[config.mk]
export PLATFORM = sky130hd
export DESIGN_NAME = mem_stage
export DESIGN_NICKNAME = d
export VERILOG_FILES = /design/src/rtl/riscv_pkg.sv /design/src/rtl/lsu_align.sv /design/src/rtl/mem_stage.sv
export SDC_FILE = /design/constraint.sdc
export NUM_CORES = 1
export LEC_CHECK = 0
export BUFFER_PORTS_ARGS = -buffer_cell sky130_fd_sc_hd__buf_2
export CAP_MARGIN = 20
export CORE_UTILIZATION = 52
export CTS_BUF_LIST = sky130_fd_sc_hd__clkbuf_16
export CTS_CLUSTER_DIAMETER = 120
export DETAILED_ROUTE_END_ITERATION = 10
export GPL_ROUTABILITY_DRIVEN = 1
export PLACE_DENSITY_LB_ADDON = 0.08
export SYNTH_ARGS = -nofsm -noshare
export SYNTH_HDL_FRONTEND = slang
export SYNTH_SLANG_ARGS = --single-unit
[constraint.sdc]
create_clock -name clk -period 3.1 [get_ports clk]
set_input_delay 0.465 -clock clk [delete_from_list [all_inputs] [get_ports clk]]
set_output_delay 0.465 -clock clk [all_outputs]
set_load 0.1 [all_outputs]
[src/rtl/riscv_pkg.sv]
// Shared RISC-V core types used by the memory stage.
package riscv_pkg;

  localparam int TAG_WIDTH = 3;

  typedef enum logic {
    LSU_OP_LD = 1'b0,
    LSU_OP_ST = 1'b1
  } lsu_op_e;

  // Encoded exactly as the load/store funct3 field
  typedef enum logic [2:0] {
    BYTE   = 3'b000,
    HALF   = 3'b001,
    WORD   = 3'b010,
    U_BYTE = 3'b100,
    U_HALF = 3'b101
  } lsu_dtype_e;

  typedef enum logic [1:0] {
    MEM_IDLE    = 2'd0,
    MEM_REQ     = 2'd1,
    MEM_WAIT_RV = 2'd2
  } mem_state_e;

endpackage

[src/rtl/lsu_align.sv]
// Byte-lane steering for stores and right-shift plus sign/zero extension for loads.
module lsu_align
  import riscv_pkg::*;
(
  input  lsu_dtype_e  st_dtype,
  input  logic [1:0]  st_offset,
  input  logic [31:0] st_wdata,
  output logic [3:0]  st_be,
  output logic [31:0] st_wdata_lanes,
  input  lsu_dtype_e  ld_dtype,
  input  logic [1:0]  ld_offset,
  input  logic [31:0] ld_rdata,
  output logic [31:0] ld_data
);

  logic [31:0] ld_shifted;

  always_comb begin
    st_be          = 4'b1111;
    st_wdata_lanes = st_wdata;
    case (st_dtype)
      BYTE, U_BYTE: begin
        st_be          = 4'b0001 << st_offset;
        st_wdata_lanes = {4{st_wdata[7:0]}};
      end
      HALF, U_HALF: begin
        st_be          = st_offset[1] ? 4'b1100 : 4'b0011;
        st_wdata_lanes = {2{st_wdata[15:0]}};
      end
      default: begin
        st_be          = 4'b1111;
        st_wdata_lanes = st_wdata;
      end
    endcase
  end

  // The addressed byte/half ends up in the low bits before extension
  always_comb begin
    ld_shifted = ld_rdata >> {ld_offset, 3'b000};
    case (ld_dtype)
      BYTE:    ld_data = {{24{ld_shifted[7]}}, ld_shifted[7:0]};
      HALF:    ld_data = {{16{ld_shifted[15]}}, ld_shifted[15:0]};
      U_BYTE:  ld_data = {24'd0, ld_shifted[7:0]};
      U_HALF:  ld_data = {16'd0, ld_shifted[15:0]};
      default: ld_data = ld_shifted;
    endcase
  end

endmodule

[src/rtl/mem_stage.sv]
// MEM pipeline stage: single-outstanding req/gnt/rvalid data bus access and WB payload register.
// Define MEM_MISALIGN_EXC_EN to trap misaligned accesses instead of force-aligning them.
module mem_stage
  import riscv_pkg::*;
#(
  parameter int DATA_BUS_W = 32
) (
  input  logic                  clk,
  input  logic                  reset_n,
  input  logic                  flush_M,
  input  logic                  ready_wb,
  output logic                  ready_mem,
  input  logic                  lsu_en_mem,
  input  lsu_op_e               lsu_op_mem,
  input  lsu_dtype_e            lsu_dtype_mem,
  input  logic [31:0]           lsu_addr_mem,
  input  logic [31:0]           lsu_wdata_mem,
  input  logic                  rd_wr_en_mem,
  input  logic [TAG_WIDTH-1:0]  rd_wr_tag_mem,
  input  logic [4:0]            rd_wr_addr_mem,
  input  logic [31:0]           rd_wr_data_mem,
  input  logic                  exc_taken_mem,
  input  logic [31:0]           pc_mem,
  output logic                  data_req,
  input  logic                  data_gnt,
  output logic                  data_we,
  output logic [3:0]            data_be,
  output logic [31:0]           data_addr,
  output logic [DATA_BUS_W-1:0] data_wdata,
  input  logic                  data_rvalid,
  input  logic [DATA_BUS_W-1:0] data_rdata,
  output logic                  rd_wr_en_wb,
  output logic [TAG_WIDTH-1:0]  rd_wr_tag_wb,
  output logic [4:0]            rd_wr_addr_wb,
  output logic [31:0]           rd_wr_data_wb,
  output logic                  exc_taken_wb,
  output logic [31:0]           pc_wb,
  output logic                  lsu_misalign_wb,
  output logic                  forward_mem_en,
  output logic [TAG_WIDTH-1:0]  forward_mem_tag,
  output logic [4:0]            forward_mem_addr,
  output logic [31:0]           forward_mem_wdata
);

  mem_state_e           state_q;
  logic [31:0]          eff_addr;
  logic                 misalign_trap;
  logic                 issue, idle_pass, rv_avail, killed;
  logic                 is_idle, is_req, is_wait;
  logic [3:0]           st_be;
  logic [31:0]          st_wdata, ld_data, load_val;

  logic [31:0]          addr_q, wdata_q, pc_q, buf_data_q;
  logic [3:0]           be_q;
  logic [1:0]           off_q;
  logic                 we_q, wb_en_q, killed_q, buf_valid_q;
  lsu_op_e              op_q;
  lsu_dtype_e           dtype_q;
  logic [TAG_WIDTH-1:0] tag_q;
  logic [4:0]           rd_addr_q;

`ifdef MEM_MISALIGN_EXC_EN
  always_comb begin
    case (lsu_dtype_mem)
      HALF, U_HALF: misalign_trap = lsu_addr_mem[0];
      WORD:         misalign_trap = |lsu_addr_mem[1:0];
      default:      misalign_trap = 1'b0;
    endcase
  end
  assign eff_addr = lsu_addr_mem;
`else
  // Without the trap, low address bits are silently dropped to the natural alignment
  always_comb begin
    case (lsu_dtype_mem)
      HALF, U_HALF: eff_addr = {lsu_addr_mem[31:1], 1'b0};
      WORD:         eff_addr = {lsu_addr_mem[31:2], 2'b00};
      default:      eff_addr = lsu_addr_mem;
    endcase
  end
  assign misalign_trap = 1'b0;
`endif

  assign is_idle   = (state_q == MEM_IDLE);
  assign is_req    = (state_q == MEM_REQ);
  assign is_wait   = (state_q == MEM_WAIT_RV);
  assign issue     = lsu_en_mem & ~exc_taken_mem & ~flush_M & ~misalign_trap;
  assign idle_pass = is_idle & ~issue;
  assign rv_avail  = is_wait & (data_rvalid | buf_valid_q);
  assign killed    = killed_q | flush_M;
  assign ready_mem = ready_wb & (idle_pass | rv_avail);

  lsu_align u_lsu_align (
    .st_dtype       (lsu_dtype_mem),
    .st_offset      (eff_addr[1:0]),
    .st_wdata       (lsu_wdata_mem),
    .st_be          (st_be),
    .st_wdata_lanes (st_wdata),
    .ld_dtype       (dtype_q),
    .ld_offset      (off_q),
    .ld_rdata       (data_rdata),
    .ld_data        (ld_data)
  );

  assign load_val = buf_valid_q ? buf_data_q : ld_data;

  // The request leaves combinationally in the issue cycle, then from captured copies
  assign data_req   = (is_idle & issue) | is_req;
  assign data_we    = is_idle ? (issue & (lsu_op_mem == LSU_OP_ST)) : we_q;
  assign data_be    = is_idle ? (issue ? st_be : 4'b0000) : be_q;
  assign data_addr  = is_idle ? (issue ? {eff_addr[31:2], 2'b00} : 32'd0) : addr_q;
  assign data_wdata = is_idle ? (issue ? st_wdata : 32'd0) : wdata_q;

  assign forward_mem_en    = is_idle ? (rd_wr_en_mem & ~lsu_en_mem & ~flush_M)
                                     : (rv_avail & (op_q == LSU_OP_LD) & wb_en_q & ~killed);
  assign forward_mem_tag   = is_idle ? rd_wr_tag_mem : tag_q;
  assign forward_mem_addr  = is_idle ? rd_wr_addr_mem : rd_addr_q;
  assign forward_mem_wdata = is_idle ? rd_wr_data_mem : load_val;

  always_ff @(posedge clk or negedge reset_n) begin
    if (!reset_n) begin
      state_q     <= MEM_IDLE;
      addr_q      <= '0;
      wdata_q     <= '0;
      be_q        <= '0;
      off_q       <= '0;
      we_q        <= 1'b0;
      op_q        <= LSU_OP_LD;
      dtype_q     <= BYTE;
      wb_en_q     <= 1'b0;
      tag_q       <= '0;
      rd_addr_q   <= '0;
      pc_q        <= '0;
      killed_q    <= 1'b0;
      buf_valid_q <= 1'b0;
      buf_data_q  <= '0;
    end else begin
      case (state_q)
        MEM_IDLE: begin
          if (issue) begin
            addr_q      <= {eff_addr[31:2], 2'b00};
            off_q       <= eff_addr[1:0];
            we_q        <= (lsu_op_mem == LSU_OP_ST);
            be_q        <= st_be;
            wdata_q     <= st_wdata;
            op_q        <= lsu_op_mem;
            dtype_q     <= lsu_dtype_mem;
            wb_en_q     <= rd_wr_en_mem;
            tag_q       <= rd_wr_tag_mem;
            rd_addr_q   <= rd_wr_addr_mem;
            pc_q        <= pc_mem;
            killed_q    <= 1'b0;
            buf_valid_q <= 1'b0;
            state_q     <= data_gnt ? MEM_WAIT_RV : MEM_REQ;
          end
        end
        MEM_REQ: begin
          // A grant that coincides with a flush still has to be drained
          if (data_gnt) begin
            killed_q <= flush_M;
            state_q  <= MEM_WAIT_RV;
          end else if (flush_M) begin
            state_q <= MEM_IDLE;
          end
        end
        MEM_WAIT_RV: begin
          if (flush_M) killed_q <= 1'b1;
          if (data_rvalid && !buf_valid_q && !ready_wb) begin
            buf_valid_q <= 1'b1;
            buf_data_q  <= ld_data;
          end
          if (rv_avail && ready_wb) begin
            buf_valid_q <= 1'b0;
            state_q     <= MEM_IDLE;
          end
        end
        default: state_q <= MEM_IDLE;
      endcase
    end
  end

  always_ff @(posedge clk or negedge reset_n) begin
    if (!reset_n) begin
      rd_wr_en_wb   <= 1'b0;
      rd_wr_tag_wb  <= '0;
      rd_wr_addr_wb <= '0;
      rd_wr_data_wb <= '0;
      exc_taken_wb  <= 1'b0;
      pc_wb         <= '0;
    end else if (ready_wb) begin
      if (idle_pass) begin
        rd_wr_en_wb   <= rd_wr_en_mem & ~lsu_en_mem & ~flush_M;
        rd_wr_tag_wb  <= rd_wr_tag_mem;
        rd_wr_addr_wb <= rd_wr_addr_mem;
        rd_wr_data_wb <= rd_wr_data_mem;
        exc_taken_wb  <= (exc_taken_mem | (lsu_en_mem & misalign_trap)) & ~flush_M;
        pc_wb         <= pc_mem;
      end else if (rv_avail) begin
        rd_wr_en_wb   <= (op_q == LSU_OP_LD) & wb_en_q & ~killed;
        rd_wr_tag_wb  <= tag_q;
        rd_wr_addr_wb <= rd_addr_q;
        rd_wr_data_wb <= load_val;
        exc_taken_wb  <= 1'b0;
        pc_wb         <= pc_q;
      end else begin
        rd_wr_en_wb  <= 1'b0;
        exc_taken_wb <= 1'b0;
      end
    end
  end

`ifdef MEM_MISALIGN_EXC_EN
  logic misalign_wb_q;

  always_ff @(posedge clk or negedge reset_n) begin
    if (!reset_n) begin
      misalign_wb_q <= 1'b0;
    end else if (ready_wb) begin
      misalign_wb_q <= idle_pass & lsu_en_mem & misalign_trap & ~exc_taken_mem & ~flush_M;
    end
  end

  assign lsu_misalign_wb = misalign_wb_q;
`else
  assign lsu_misalign_wb = 1'b0;
`endif

endmodule

After elaboration in Yosys (flattened, before gate mapping)
Index checks and enable logic that the tools add are counted.
{"block": "word_totals", "regBits": 223, "out_inout_bits": 187}
{"block": "op_classes", "n_eq_ne": 15, "n_shift": 2, "muxes": 41, "n_bitwise": 25, "reduce_logical": 19}
{"cell": "32-bit 2-to-1 mux", "n": 10}
{"cell": "32-bit one-hot mux with 4 select lines", "n": 1}
{"cell": "32-bit one-hot mux with 2 select lines", "n": 1}
{"cell": "32-bit by 5-bit right shift with 32-bit output", "n": 1}
{"cell": "1-bit bitwise AND", "n": 15}
{"cell": "5-bit 2-to-1 mux", "n": 3}
{"cell": "3-bit equality test, second input constant", "n": 4}
{"cell": "4-bit 2-to-1 mux", "n": 3}
{"cell": "1-bit 2-to-1 mux", "n": 10}
{"cell": "2-bit 2-to-1 mux", "n": 5}
{"cell": "3-bit 2-to-1 mux", "n": 3}
{"cell": "4-bit one-hot mux with 2 select lines", "n": 1}
{"cell": "3-bit by 1-bit equality test with 1-bit output, second input constant", "n": 2}
{"cell": "3-bit zero test", "n": 2}
{"cell": "2-bit inequality test, second input constant", "n": 3}
{"cell": "1-bit inverter", "n": 6}
{"cell": "2-bit one-hot mux with 3 select lines", "n": 1}
{"cell": "2-bit AND reduction", "n": 3}
{"cell": "3-bit AND reduction", "n": 2}
{"cell": "1-bit bitwise OR", "n": 4}
{"cell": "2-bit one-hot mux with 2 select lines", "n": 1}
{"cell": "4-bit AND reduction", "n": 1}
{"cell": "2-bit nonzero test", "n": 2}
{"cell": "2-bit OR reduction", "n": 2}
{"cell": "other kinds (13)", "n": 16}

Depth between registers and ports, before layout
Gate-level depths: netlist of run 1.
{"block": "depth", "depth_word": 7, "mapped_depth": 9}

Modules after synthesis
From an unflattened synthesis of run 1, not the netlist that was laid out.
{"block": "hier_totals", "hier_cells": 1245, "hier_area_um2": 11672.4}
{"module": "mem_stage", "instances": 1, "cells_per_inst": 1075, "area_per_inst_um2": 10408.7, "seq_area_each_um2": 5580.4}
{"module": "lsu_align", "instances": 1, "cells_per_inst": 170, "area_per_inst_um2": 1263.7, "seq_area_each_um2": 0.0}

Worst setup path before layout of run 1
OpenSTA, ideal clock, no wires.
{"block": "synth_timing", "kind": "reg-to-output", "start": "reg state_q[0]", "end": "out data_wdata[31]", "arrival_time_ns": 3.395, "setup_slack_ns": -0.760, "stages_incl_launch_ff": 7, "cell_sequence": "dfrtp_1 -> inv_1 -> ha_1 -> buf_2 -> buf_1 -> buf_1 -> o21ai_0"}
{"block": "synth_between", "elab_chain_cells": 2}
{"element": "start, declared", "line": "mem_stage.sv:45", "rtl": "mem_state_e state_q;"}
{"element": "start signal, assigned", "line": "mem_stage.sv:153", "rtl": "state_q <= data_gnt ? MEM_WAIT_RV : MEM_REQ;"}
{"element": "2-bit zero test", "line": "mem_stage.sv:83", "rtl": "assign is_idle = (state_q == MEM_IDLE);"}
{"element": "32-bit 2-to-1 mux", "line": "mem_stage.sv:111", "rtl": "assign data_wdata = is_idle ? (issue ? st_wdata : 32'd0) : wdata_q;"}
{"element": "end, declared", "line": "mem_stage.sv:29", "rtl": "output logic [DATA_BUS_W-1:0] data_wdata,"}
No other way between the ends.

Worst setup path after layout of run 1
{"block": "layout_timing", "start": "reg off_q[1]", "end": "out forward_mem_wdata[19]"}
{"block": "layout_between", "elab_chain_cells": 4}
{"element": "start, declared", "line": "mem_stage.sv:55", "rtl": "logic [1:0] off_q;"}
{"element": "start signal, assigned", "line": "mem_stage.sv:141", "rtl": "off_q <= eff_addr[1:0];"}
{"element": "32-bit by 5-bit right shift with 32-bit output", "line": "lsu_align.sv:39", "rtl": "ld_shifted = ld_rdata >> {ld_offset, 3'b000};"}
{"element": "32-bit one-hot mux with 4 select lines", "line": "lsu_align.sv:40", "rtl": "case (ld_dtype)"}
{"element": "32-bit 2-to-1 mux", "line": "mem_stage.sv:104", "rtl": "assign load_val = buf_valid_q ? buf_data_q : ld_data;"}
{"element": "32-bit 2-to-1 mux", "line": "mem_stage.sv:117", "rtl": "assign forward_mem_wdata = is_idle ? rd_wr_data_mem : load_val;"}
{"element": "end, declared", "line": "mem_stage.sv:42", "rtl": "output logic [31:0] forward_mem_wdata"}
No other way between the ends.

==> impl_results.md, run 1 <==
* Status: completed
* Async S/R FF share, synth at 100%
* Routed WL per cell at just under 20 um
* Clock Root Buffer: clkbuf_16
* # rows at 55
* Final net count at roughly 1.9k
* Critical Path AT at approximately 2.6 ns
* Pins Over Slew Limit at 0
* Yosys top cell area share at a little under half
* Hold Path Class: in -> reg
* CP required at between 2 and 3 ns
* Syn. warnings at 0
* Gpl congestion at roughly 0.87
* Multi-input gate area at ~0.0063 sq mm
* Post-DP HPWL at approximately 27 mm
* Largest cells by area after synthesis: dfrtp_1, nand2_1, o21ai_0, a31oi_1, nor2_1
* Die Y at ~150 um
* Headroom to the max-slew limit at 29.6%
* Slew @ Worst Pin at 1.05 ns
* Share of cells above drive strength 1 at a little under a third
* Reg clk slew, reported paths at about 0.060 ns
* Area leader, netlist: dfrtp_1
* Minimum clock period at a little over 3 ns
* Most common cell in the netlist: nand2_1
* Seq/Total Area, Yosys at 46.7%
* Setup crit start kind: flop
* Final Skew at 0.0247 ns
* EDFF count, synth at 0
* Number of synthesized register bits at 223
* DP Area at 0.0158 sq mm
* Ys flop type: dfrtp_1
* Clock Latency Late Sink at around 0.54 ns
* Vias/cell at a little under 6
* Total congestion overflow at 0
* Initial Utilization at between 50% and 60%
* Full die area at ~0.024 sq mm
* Vias at approximately 12k
* GR Util All Layers at between 30% and 40%
* Final core occ at between 70% and 80%
* Final hold vios at 0
* FF+latch area at around 0.0056 sq mm
* Core ar. at between 0.02 and 0.025 sq mm
* Layout Cell Area excl Fill at about 0.017 sq mm
* Critical Path Sink Type: output port
* Top delay family on crit path: compound AO/OA/AOI/OAI gates
* Layout area overhead at 41.7%
* H-tree depth at 1
* Max-cap violations at 0
* DRC violations left at 0
* CTS sink cnt at between 200 and 250
* Highest cell delay on the worst timing path at between 0.4 and 0.5 ns
* RSZ-0062 raised after global routing: true
* Syn Area/Cell at about 8.5 sq um
* Critical path, cell by cell: mux2i_4, o22a_1, buf_4, o211ai_1, a22o_1, clkbuf_4
* Final ANT Viol Nets at 0
* Final setup fails at 0
* Critical Path Fanout Max at 24
* Post-Syn Area at approximately 0.012 sq mm
* Post-synth top cells: nand2_1, dfrtp_1, o21ai_0
* Vias in the first global route at about 12k
* Drt initial violations at a little over 900
* # IOs at between 300 and 400
* Cells after synthesis at between 1k and 1.5k
* Crit path buf inv count at 2
* FILL cells at about 1.7k
* Max clock buf depth at 3
* Critical-path top delay cell: dfrtp_2
* Fmax at between 300 and 400 MHz
* CTS tree: yes
* Final WL at about 40 mm
* Crit Path Class: reg -> out
* TritonCTS Buffers at 26
* Number of buffers inserted by port buffering at approximately 360
* First-pass GRT wire length at just over 60 mm
* DRT Pass-1 Iters at 6
* Die X at between 150 and 200 um
* Largest net degree at the start of global routing at 78
* Final period util at a little under 100%
* Initial antenna violation count at 11
* Synth cell types at 57
## layer usage
| metal | wire length (um) | part of all wire [%] | GRT usage [%] |
|---|---|---|---|
| met3 | 3770 | 9.5 | 8.88 |
| met2 | 18900 | 48 | 53.5 |
| met4 | 1390 | 3.5 | 11.5 |
| met5 | 24 | 0.060 | 0 |
| met1 | 15600 | 39 | 41.3 |
## layout by cell type, fill, tap and decap left out, drive strengths merged, types with 26 or more instances in the layout
cell type  count
nand2        354
mux2i         36
a21oi         52
inv           67
a31oi         78
nand2b        26
buf          399
nor2         104
o21ai        151
dfrtp        223
clkbuf        35
## layout make-up
class / instances / share of cell area, %
multi-input cells: 1013 / 37.0
repair buffers: 409 / 21.5
well taps: 285 / 2.11
clock buffers: 27 / 3.99
inverters: 63 / 1.40
flip-flops and latches: 223 / 33.0
clock inverters: 20 / 0.865
diodes: 9 / 0.133
## per-stage QoR
| stage | cells | setup WS, ns | hold slack [ns] | setup TNS [ns] |
|---|---|---|---|---|
| final | 2049 | 0.0494 | 0.134 | 0 |
| after CTS | 2031 | -0.00702 | 0.121 | -0.0171 |
| after global placement | 1982 | 0.446 | 0.454 | 0 |
| after floorplan | 1410 | -0.730 | 0.169 | -8.17 |
| after global routing | 2047 | -0.0159 | 0.143 | -0.0561 |
| after detailed placement | 1982 | 0.379 | 0.462 | 0 |
## repair_timing
item	4_1_cts	5_1_grt
hold buffers	1	0
pin swaps	2	2
gates resized for setup	18	17
hold endpoints to repair	72	0
gates cloned	1	4
buffers inserted	0	5
endpoints found under the setup margin	28	71
## state kept, by name, summed over array words and instances (netlist names), 3 cells and up
| register | count |
|---|---|
| rd_addr_q | 5 |
| dtype_q | 3 |
| addr_q | 30 |
| rd_wr_data_wb | 32 |
| pc_wb | 32 |
| rd_wr_tag_wb | 3 |
| wdata_q | 32 |
| pc_q | 32 |
| tag_q | 3 |
| be_q | 4 |
| rd_wr_addr_wb | 5 |
| buf_data_q | 32 |
## worst register-to-register path, cell delays in order, from the launching register on
cell and delay (ns):
dfrtp_1 0.40, inv_1 0.14, ha_1 0.32, o211a_1 0.27, a31oi_4 0.06, inv_2 0.46, buf_4 0.62, o21ai_0 0.17
o21ai_0 0.17
## cells by family after synthesis
kind of cell             after synthesis  synth area share, %
AO/OA/AOI/OAI                        403                 21.5
adder cells (fa/ha/maj)                4                0.419
buffers and inverters                177                 6.26
flip-flops                           223                 46.7
AND/OR/NAND/NOR                      539                 18.9
other                                  1               0.0314
multiplexers                          61                 6.13
## worst paths after layout
path / from / end / slack [ns] / cells after the start
worst max register to register: state_q[0]$_DFFE_PN0P_ / rd_wr_data_wb[0]$_DFFE_PN0P_ / 0.44 / 8
max in group asynchronous: reset_n / wdata_q[10]$_DFFE_PN0P_ / 1.75 / 3
min in group asynchronous: reset_n / rd_wr_data_wb[13]$_DFFE_PN0P_ / 0.52 / 2
worst min register to register: pc_q[4]$_DFFE_PN0P_ / pc_q[4]$_DFFE_PN0P_ / 0.47 / 2
worst min-delay path: pc_mem[8] / pc_q[8]$_DFFE_PN0P_ / 0.13 / 3
worst max-delay path: off_q[1]$_DFFE_PN0P_ / forward_mem_wdata[19] / 0.05 / 6
Power of run 1 is not shown: default switching activity piles up to over one toggle a cycle in this logic, so the estimate is an artifact.
==> run 2, diff against run 1 <==
--- a/config.mk
+++ b/config.mk
@@ -6,12 +6,12 @@
 export NUM_CORES = 1
 export LEC_CHECK = 0
 export BUFFER_PORTS_ARGS = -buffer_cell sky130_fd_sc_hd__buf_2
-export CAP_MARGIN = 20
 export CORE_UTILIZATION = 52
 export CTS_BUF_LIST = sky130_fd_sc_hd__clkbuf_16
 export CTS_CLUSTER_DIAMETER = 120
 export DETAILED_ROUTE_END_ITERATION = 10
 export GPL_ROUTABILITY_DRIVEN = 1
+export MAX_ROUTING_LAYER = met4
 export PLACE_DENSITY_LB_ADDON = 0.08
 export SYNTH_ARGS = -nofsm -noshare
 export SYNTH_HDL_FRONTEND = slang
==> run 2 against run 1 <==
Compared with the run above:
- utilization barely moved
- die area is the same
- cell count is essentially flat
- routed wire length about the same
- flip-flop and latch count did not move
- critical path type unchanged
==> impl_results.md, run 2 (synthesized netlist as in run 1, its figures left out) <==
* CTS tree: yes
* Layout area overhead at 41.7%
* Critical Path Fanout Max at 13
* Final core occ at between 70% and 80%
* Final WL at approximately 40 mm
* TritonCTS Buffers at 26
* Share of cells above drive strength 1 at 30.9%
* Number of buffers inserted by port buffering at 364
* Commonest cells after routing, fill and taps aside: nand2_1, buf_2, dfrtp_1
* Critical path depth in cells at 6
* Full die area at 0.0236 sq mm
* Non-Filler Instances at slightly above 2k
* Status: completed
* Dpl cells at 1982
* DRT Pass-1 Iters at 6
* Critical Path AT at 2.60 ns
* Max clock buf depth at 3
* Crit Path Class: reg -> out
* Routed WL per cell at between 15 and 20 um
* # IOs at ~370
* Crit. Startpoint: dtype_q[1]$_DFFE_PN0P_
* Vias in the first global route at about 12k
* Worst Reg-to-Reg Cells at 8
* Final ANT Viol Nets at 0
* Critical Path Sink Type: output port
* Final setup fails at 0
* Top delay family on crit path: compound AO/OA/AOI/OAI gates
* Reg2reg start: state_q[0]$_DFFE_PN0P_
* Final period util at a little over nine tenths
* Highest cell delay on the worst timing path at between 0.5 and 0.6 ns
* WHS at 0.137 ns
* Reg2reg setup slack at between 0.4 and 0.5 ns
* Minimum clock period at 3.06 ns
* H-tree depth at 1
* CTS sink cnt at 223
* Pins Over Slew Limit at 0
* Reg2reg end: rd_wr_data_wb[0]$_DFFE_PN0P_
* Core ar. at around 0.023 sq mm
* Critical path, cell by cell: or4b_4, o32a_4, o21a_1, buf_4, a31oi_2, buf_6
* Initial antenna violation count at 10
* Vias/cell at approximately 5.8
* Clock Root Buffer: clkbuf_16
* Largest net degree at the start of global routing at 78
* Clock Latency Late Sink at about 0.54 ns
* DRC violations left at 0
* Slew @ Worst Pin at 1.08 ns
* Max-cap violations at 0
* CP required at 2.63 ns
* Commonest non-fill, non-tap cell in the layout: nand2_1
* Gpl congestion at ~0.88
* Reg clk slew, reported paths at ~0.06 ns
* # rows at 55
* DP Area at between 0.015 and 0.02 sq mm
* Die Y at roughly 150 um
* Layout Cell Area excl Fill at ~0.017 sq mm
* Total congestion overflow at 0
* Vias at approximately 12k
* Post-DP HPWL at 26.8 mm
* GR Util All Layers at roughly 34%
* First-pass GRT wire length at 61.5 mm
* Fmax at between 300 and 400 MHz
* FILL cells at roughly 1.7k
* Crit path buf inv count at 2
* Initial Utilization at between 50 and 60%
* Drt initial violations at about 1.1k
* Final Skew at roughly 0.023 ns
* Critical-path top delay cell: or4b_4
* Setup crit start kind: flop
* Headroom to the max-slew limit at ~28%
* Die X at around 150 um
* Final net count at slightly below 2k
* RSZ-0062 raised after global routing: true
* Termination of the worst setup path: forward_mem_wdata[24]
* Final hold vios at 0
* Hold Path Class: in -> reg
==> run 2: cell types whose count changed in the layout (fill, tap and decap cells not counted), sizes merged <==
cell   previous run  this run
diode             9        11
==> run 2: final cells by class <==
type / instances / area (sq um) / area share (%)
tap: 285 / 357 / 2.11
multi-input combinational: 1013 / 6270 / 37.0
inverter: 63 / 238 / 1.40
clock inverter: 20 / 146 / 0.864
clock buffer: 27 / 676 / 3.99
antenna: 11 / 27.5 / 0.163
sequential: 223 / 5580 / 33.0
timing repair buffer: 409 / 3640 / 21.5
==> run 2: worst reg2reg max path: cells and delay by family (launching register included) <==
kind | cells | cell delay [ns]
flops | 1 | 0.40
compound gates | 4 | 0.66
fa+ha+maj | 1 | 0.32
buf+inv | 3 | 1.23
==> run 2: worst min-delay path by stage <==
stage                                        from                       endpoint  slack, ns  depth (start not counted)
finish                                  pc_mem[8]            pc_q[8]$_DFFE_PN0P_       0.14                          3
global route                            pc_mem[6]            pc_q[6]$_DFFE_PN0P_       0.14                          3
CTS                                     pc_mem[8]            pc_q[8]$_DFFE_PN0P_       0.12                          3
detailed placement  rd_wr_data_wb[23]$_DFFE_PN0P_  rd_wr_data_wb[23]$_DFFE_PN0P_       0.46                          2
global placement    rd_wr_data_wb[16]$_DFFE_PN0P_  rd_wr_data_wb[16]$_DFFE_PN0P_       0.45                          2
floorplan                                 reset_n         addr_q[10]$_DFFE_PN0P_       0.17                          0
==> run 2: timing repair <==
item / CTS / global route
hold buffers: 1 / 0
setup endpoints to repair: 28 / 72
gates resized for setup: 18 / 17
cloned: 1 / 4
pin swaps: 2 / 2
hold endpoints to repair: 72 / 0
buffers inserted: 0 / 5
==> run 2: stage by stage <==
| step | setup TNS, ns | setup WS (ns) |
|---|---|---|
| 4_1_cts | -0.0171 | -0.00702 |
| 6_report | 0 | 0.0388 |
| 5_1_grt | -0.00355 | -0.00355 |
| 3_3_place_gp | 0 | 0.446 |
| 3_5_place_dp | 0 | 0.379 |
| 2_1_floorplan | -8.17 | -0.730 |
==> run 2: routing by layer <==
metal,track usage (%),share of wire (%),wire (um),vias up
met5,-,0,0,-
li1,-,-,-,5544
met1,42.4,40,15800,5718
met3,7.47,9.1,3630,93
met2,53.5,48,19000,542
met4,11.4,3.2,1270,0
Power of run 2 is left out for the same reason.
==> run 3, diff against run 2 <==
--- a/config.mk
+++ b/config.mk
@@ -5,7 +5,7 @@
 export SDC_FILE = /design/constraint.sdc
 export NUM_CORES = 1
 export LEC_CHECK = 0
-export BUFFER_PORTS_ARGS = -buffer_cell sky130_fd_sc_hd__buf_2
+export BUFFER_PORTS_ARGS = -buffer_cell sky130_fd_sc_hd__buf_4
 export CORE_UTILIZATION = 52
 export CTS_BUF_LIST = sky130_fd_sc_hd__clkbuf_16
 export CTS_CLUSTER_DIAMETER = 120
@@ -13,6 +13,7 @@
 export GPL_ROUTABILITY_DRIVEN = 1
 export MAX_ROUTING_LAYER = met4
 export PLACE_DENSITY_LB_ADDON = 0.08
+export RECOVER_POWER = 100
 export SYNTH_ARGS = -nofsm -noshare
 export SYNTH_HDL_FRONTEND = slang
 export SYNTH_SLANG_ARGS = --single-unit
==> run 3 against run 2 <==
Compared with the run above:
- register-to-register slack about the same
- global-route usage down 0.20 points
- clock-buffer cell count down 1
- critical path depth up 3
- maximum frequency up 0.49%
- sequential share of layout area up 1.5 points
==> impl_results.md, run 3 (synthesized netlist as in run 1, its figures left out) <==
* # diodes at 0
* Clock Root Buffer: clkbuf_16
* Final WL at 39.4 mm
* Final Skew at ~0.012 ns
* Number of buffers inserted by port buffering at about 360
* Routed length on met2 at between 15 and 20 mm
* Critical Path Sink Type: output port
* Hold Path Class: in -> reg
* Vias at 11.9k
* TritonCTS Buffers at 26
* DRT Pass-1 Iters at 5
* CTS tree: yes
* Full die area at 0.0236 sq mm
* DRC violations left at 0
* Routed WL per cell at approximately 19 um
* Multi-input gate area at 0.00620 sq mm
* FF+latch area at 0.00558 sq mm
* Highest cell delay on the worst timing path at ~0.41 ns
* Reg clk slew, reported paths at roughly 0.06 ns
* Initial Utilization at a little over half
* Headroom to the max-slew limit at 14.6%
* First-pass GRT wire length at slightly above 60 mm
* Final setup fails at 0
* Routed wl met3 at approximately 2.9 mm
* Setup crit start kind: flop
* Layout Cell Area excl Fill at roughly 0.016 sq mm
* Drt initial violations at between 800 and 900
* Total congestion overflow at 0
* Final period util at roughly 98%
* Max-cap violations at 0
* # IOs at 368
* Die X at ~150 um
* GR Util All Layers at roughly a third
* # rows at 55
* Gpl congestion at 0.944
* Largest net degree at the start of global routing at just under 100
* H-tree depth at 1
* Final ANT Viol Nets at 0
* Top routing layer in use: met4
* Layout area overhead at 35.4%
* Slew @ Worst Pin at around 1.3 ns
* Critical Path Fanout Max at 25
* Commonest non-fill, non-tap cell in the layout: nand2_1
* Final hold vios at 0
* Crit Path Class: reg -> out
* Share of cells above drive strength 1 at 26.0%
* Vias in the first global route at 11.4k
* Pins Over Slew Limit at 0
* Initial antenna violation count at 0
* Critical-path top delay cell: dfrtp_1
* Final net count at between 1.5k and 2k
* FILL cells at about 1.8k
* Post-DP HPWL at approximately 27 mm
* Status: completed
* Minimum clock period at about 3 ns
* CP required at between 2 and 3 ns
* Core ar. at 0.0226 sq mm
* Max clock buf depth at 3
* Vias/cell at slightly below 6
* Fmax at ~330 MHz
* Die Y at 154 um
* Commonest cells after routing, fill and taps aside: nand2_1, buf_4, dfrtp_1
* Clock Latency Late Sink at around 0.53 ns
* CTS sink cnt at 223
* Critical Path AT at between 2 and 3 ns
* Critical path, cell by cell: inv_2, ha_4, nand2b_2, nor3b_4, buf_12, clkbuf_16, nand2_1, o21ai_1, buf_4
* DP Area at approximately 0.015 sq mm
* M1 WL at 16.0 mm
[run 3: cell types whose count changed in the layout (fill, tap and decap cells not counted), sizes merged]
cell / previous run / this run
clkbuf: 35 / 110
bufinv: 2 / 3
clkinvlp: 2 / 1
clkinv: 12 / 16
diode: 11 / 0
inv: 67 / 65
buf: 399 / 321
o32a: 2 / 1
[run 3: area by class of cell]
| type | instances | share of cell area, % |
|---|---|---|
| Clock buffer | 26 | 4.02 |
| Timing Repair Buffer | 407 | 18.3 |
| Sequential cell | 223 | 34.5 |
| Tap cell | 285 | 2.20 |
| Inverter | 63 | 1.47 |
| Multi-Input combinational cell | 1012 | 38.3 |
| Clock inverter | 22 | 1.14 |
[run 3: timing repair]
item	in CTS	in global routing
gates cloned	3	3
setup buffers	0	1
hold buffers	1	0
endpoints found under the setup margin	42	52
pin swaps	2	2
hold endpoints to repair	12	0
gates resized for setup	16	17
[run 3: critical path: cells and delay by family, from the launching register on]
kind	cells	cell delay, ns
adders and majority gates	1	0.16
DFF	1	0.41
AOI/OAI and AO/OA	1	0.10
buffers and inverters	4	0.79
and+or+nand+nor	3	0.58
[run 3: per-layer routing]
| layer | up-vias | track usage [%] |
|---|---|---|
| met4 | 0 | 13.9 |
| met2 | 526 | 52.1 |
| met3 | 113 | 5.47 |
| li1 | 5505 | - |
| met5 | - | - |
| met1 | 5706 | 43.3 |
[run 3: final timing paths]
path | from | to | slack (ns) | depth (start not counted)
min reg2reg | pc_q[11]$_DFFE_PN0P_ | pc_q[11]$_DFFE_PN0P_ | 0.47 | 2
min | pc_mem[10] | pc_q[10]$_DFFE_PN0P_ | 0.14 | 3
max | state_q[0]$_DFFE_PN0P_ | data_addr[26] | 0.05 | 9
max in group asynchronous | reset_n | buf_valid_q$_DFFE_PN0P_ | 0.86 | 3
min in group asynchronous | reset_n | rd_wr_data_wb[11]$_DFFE_PN0P_ | 0.55 | 2
max reg2reg | state_q[0]$_DFFE_PN0P_ | rd_wr_data_wb[15]$_DFFE_PN0P_ | 0.44 | 8
[run 3: metrics by stage]
| step | worst slack, ns | TNS [ns] | hold slack, ns | utilization [%] | cells |
|---|---|---|---|---|---|
| floorplan | -0.730 | -8.17 | 0.169 | - | 1410 |
| global placement | 0.468 | 0 | 0.456 | 68.2 | 1982 |
| detailed placement | 0.375 | 0 | 0.463 | 68.2 | 1982 |
| global route | -0.0392 | -0.109 | 0.125 | 71.7 | 2038 |
| CTS | 0.00411 | 0 | 0.118 | 72.5 | 2034 |
| finish | 0.0538 | 0 | 0.136 | 71.7 | 2038 |
Power of run 3 is left out for the same reason.
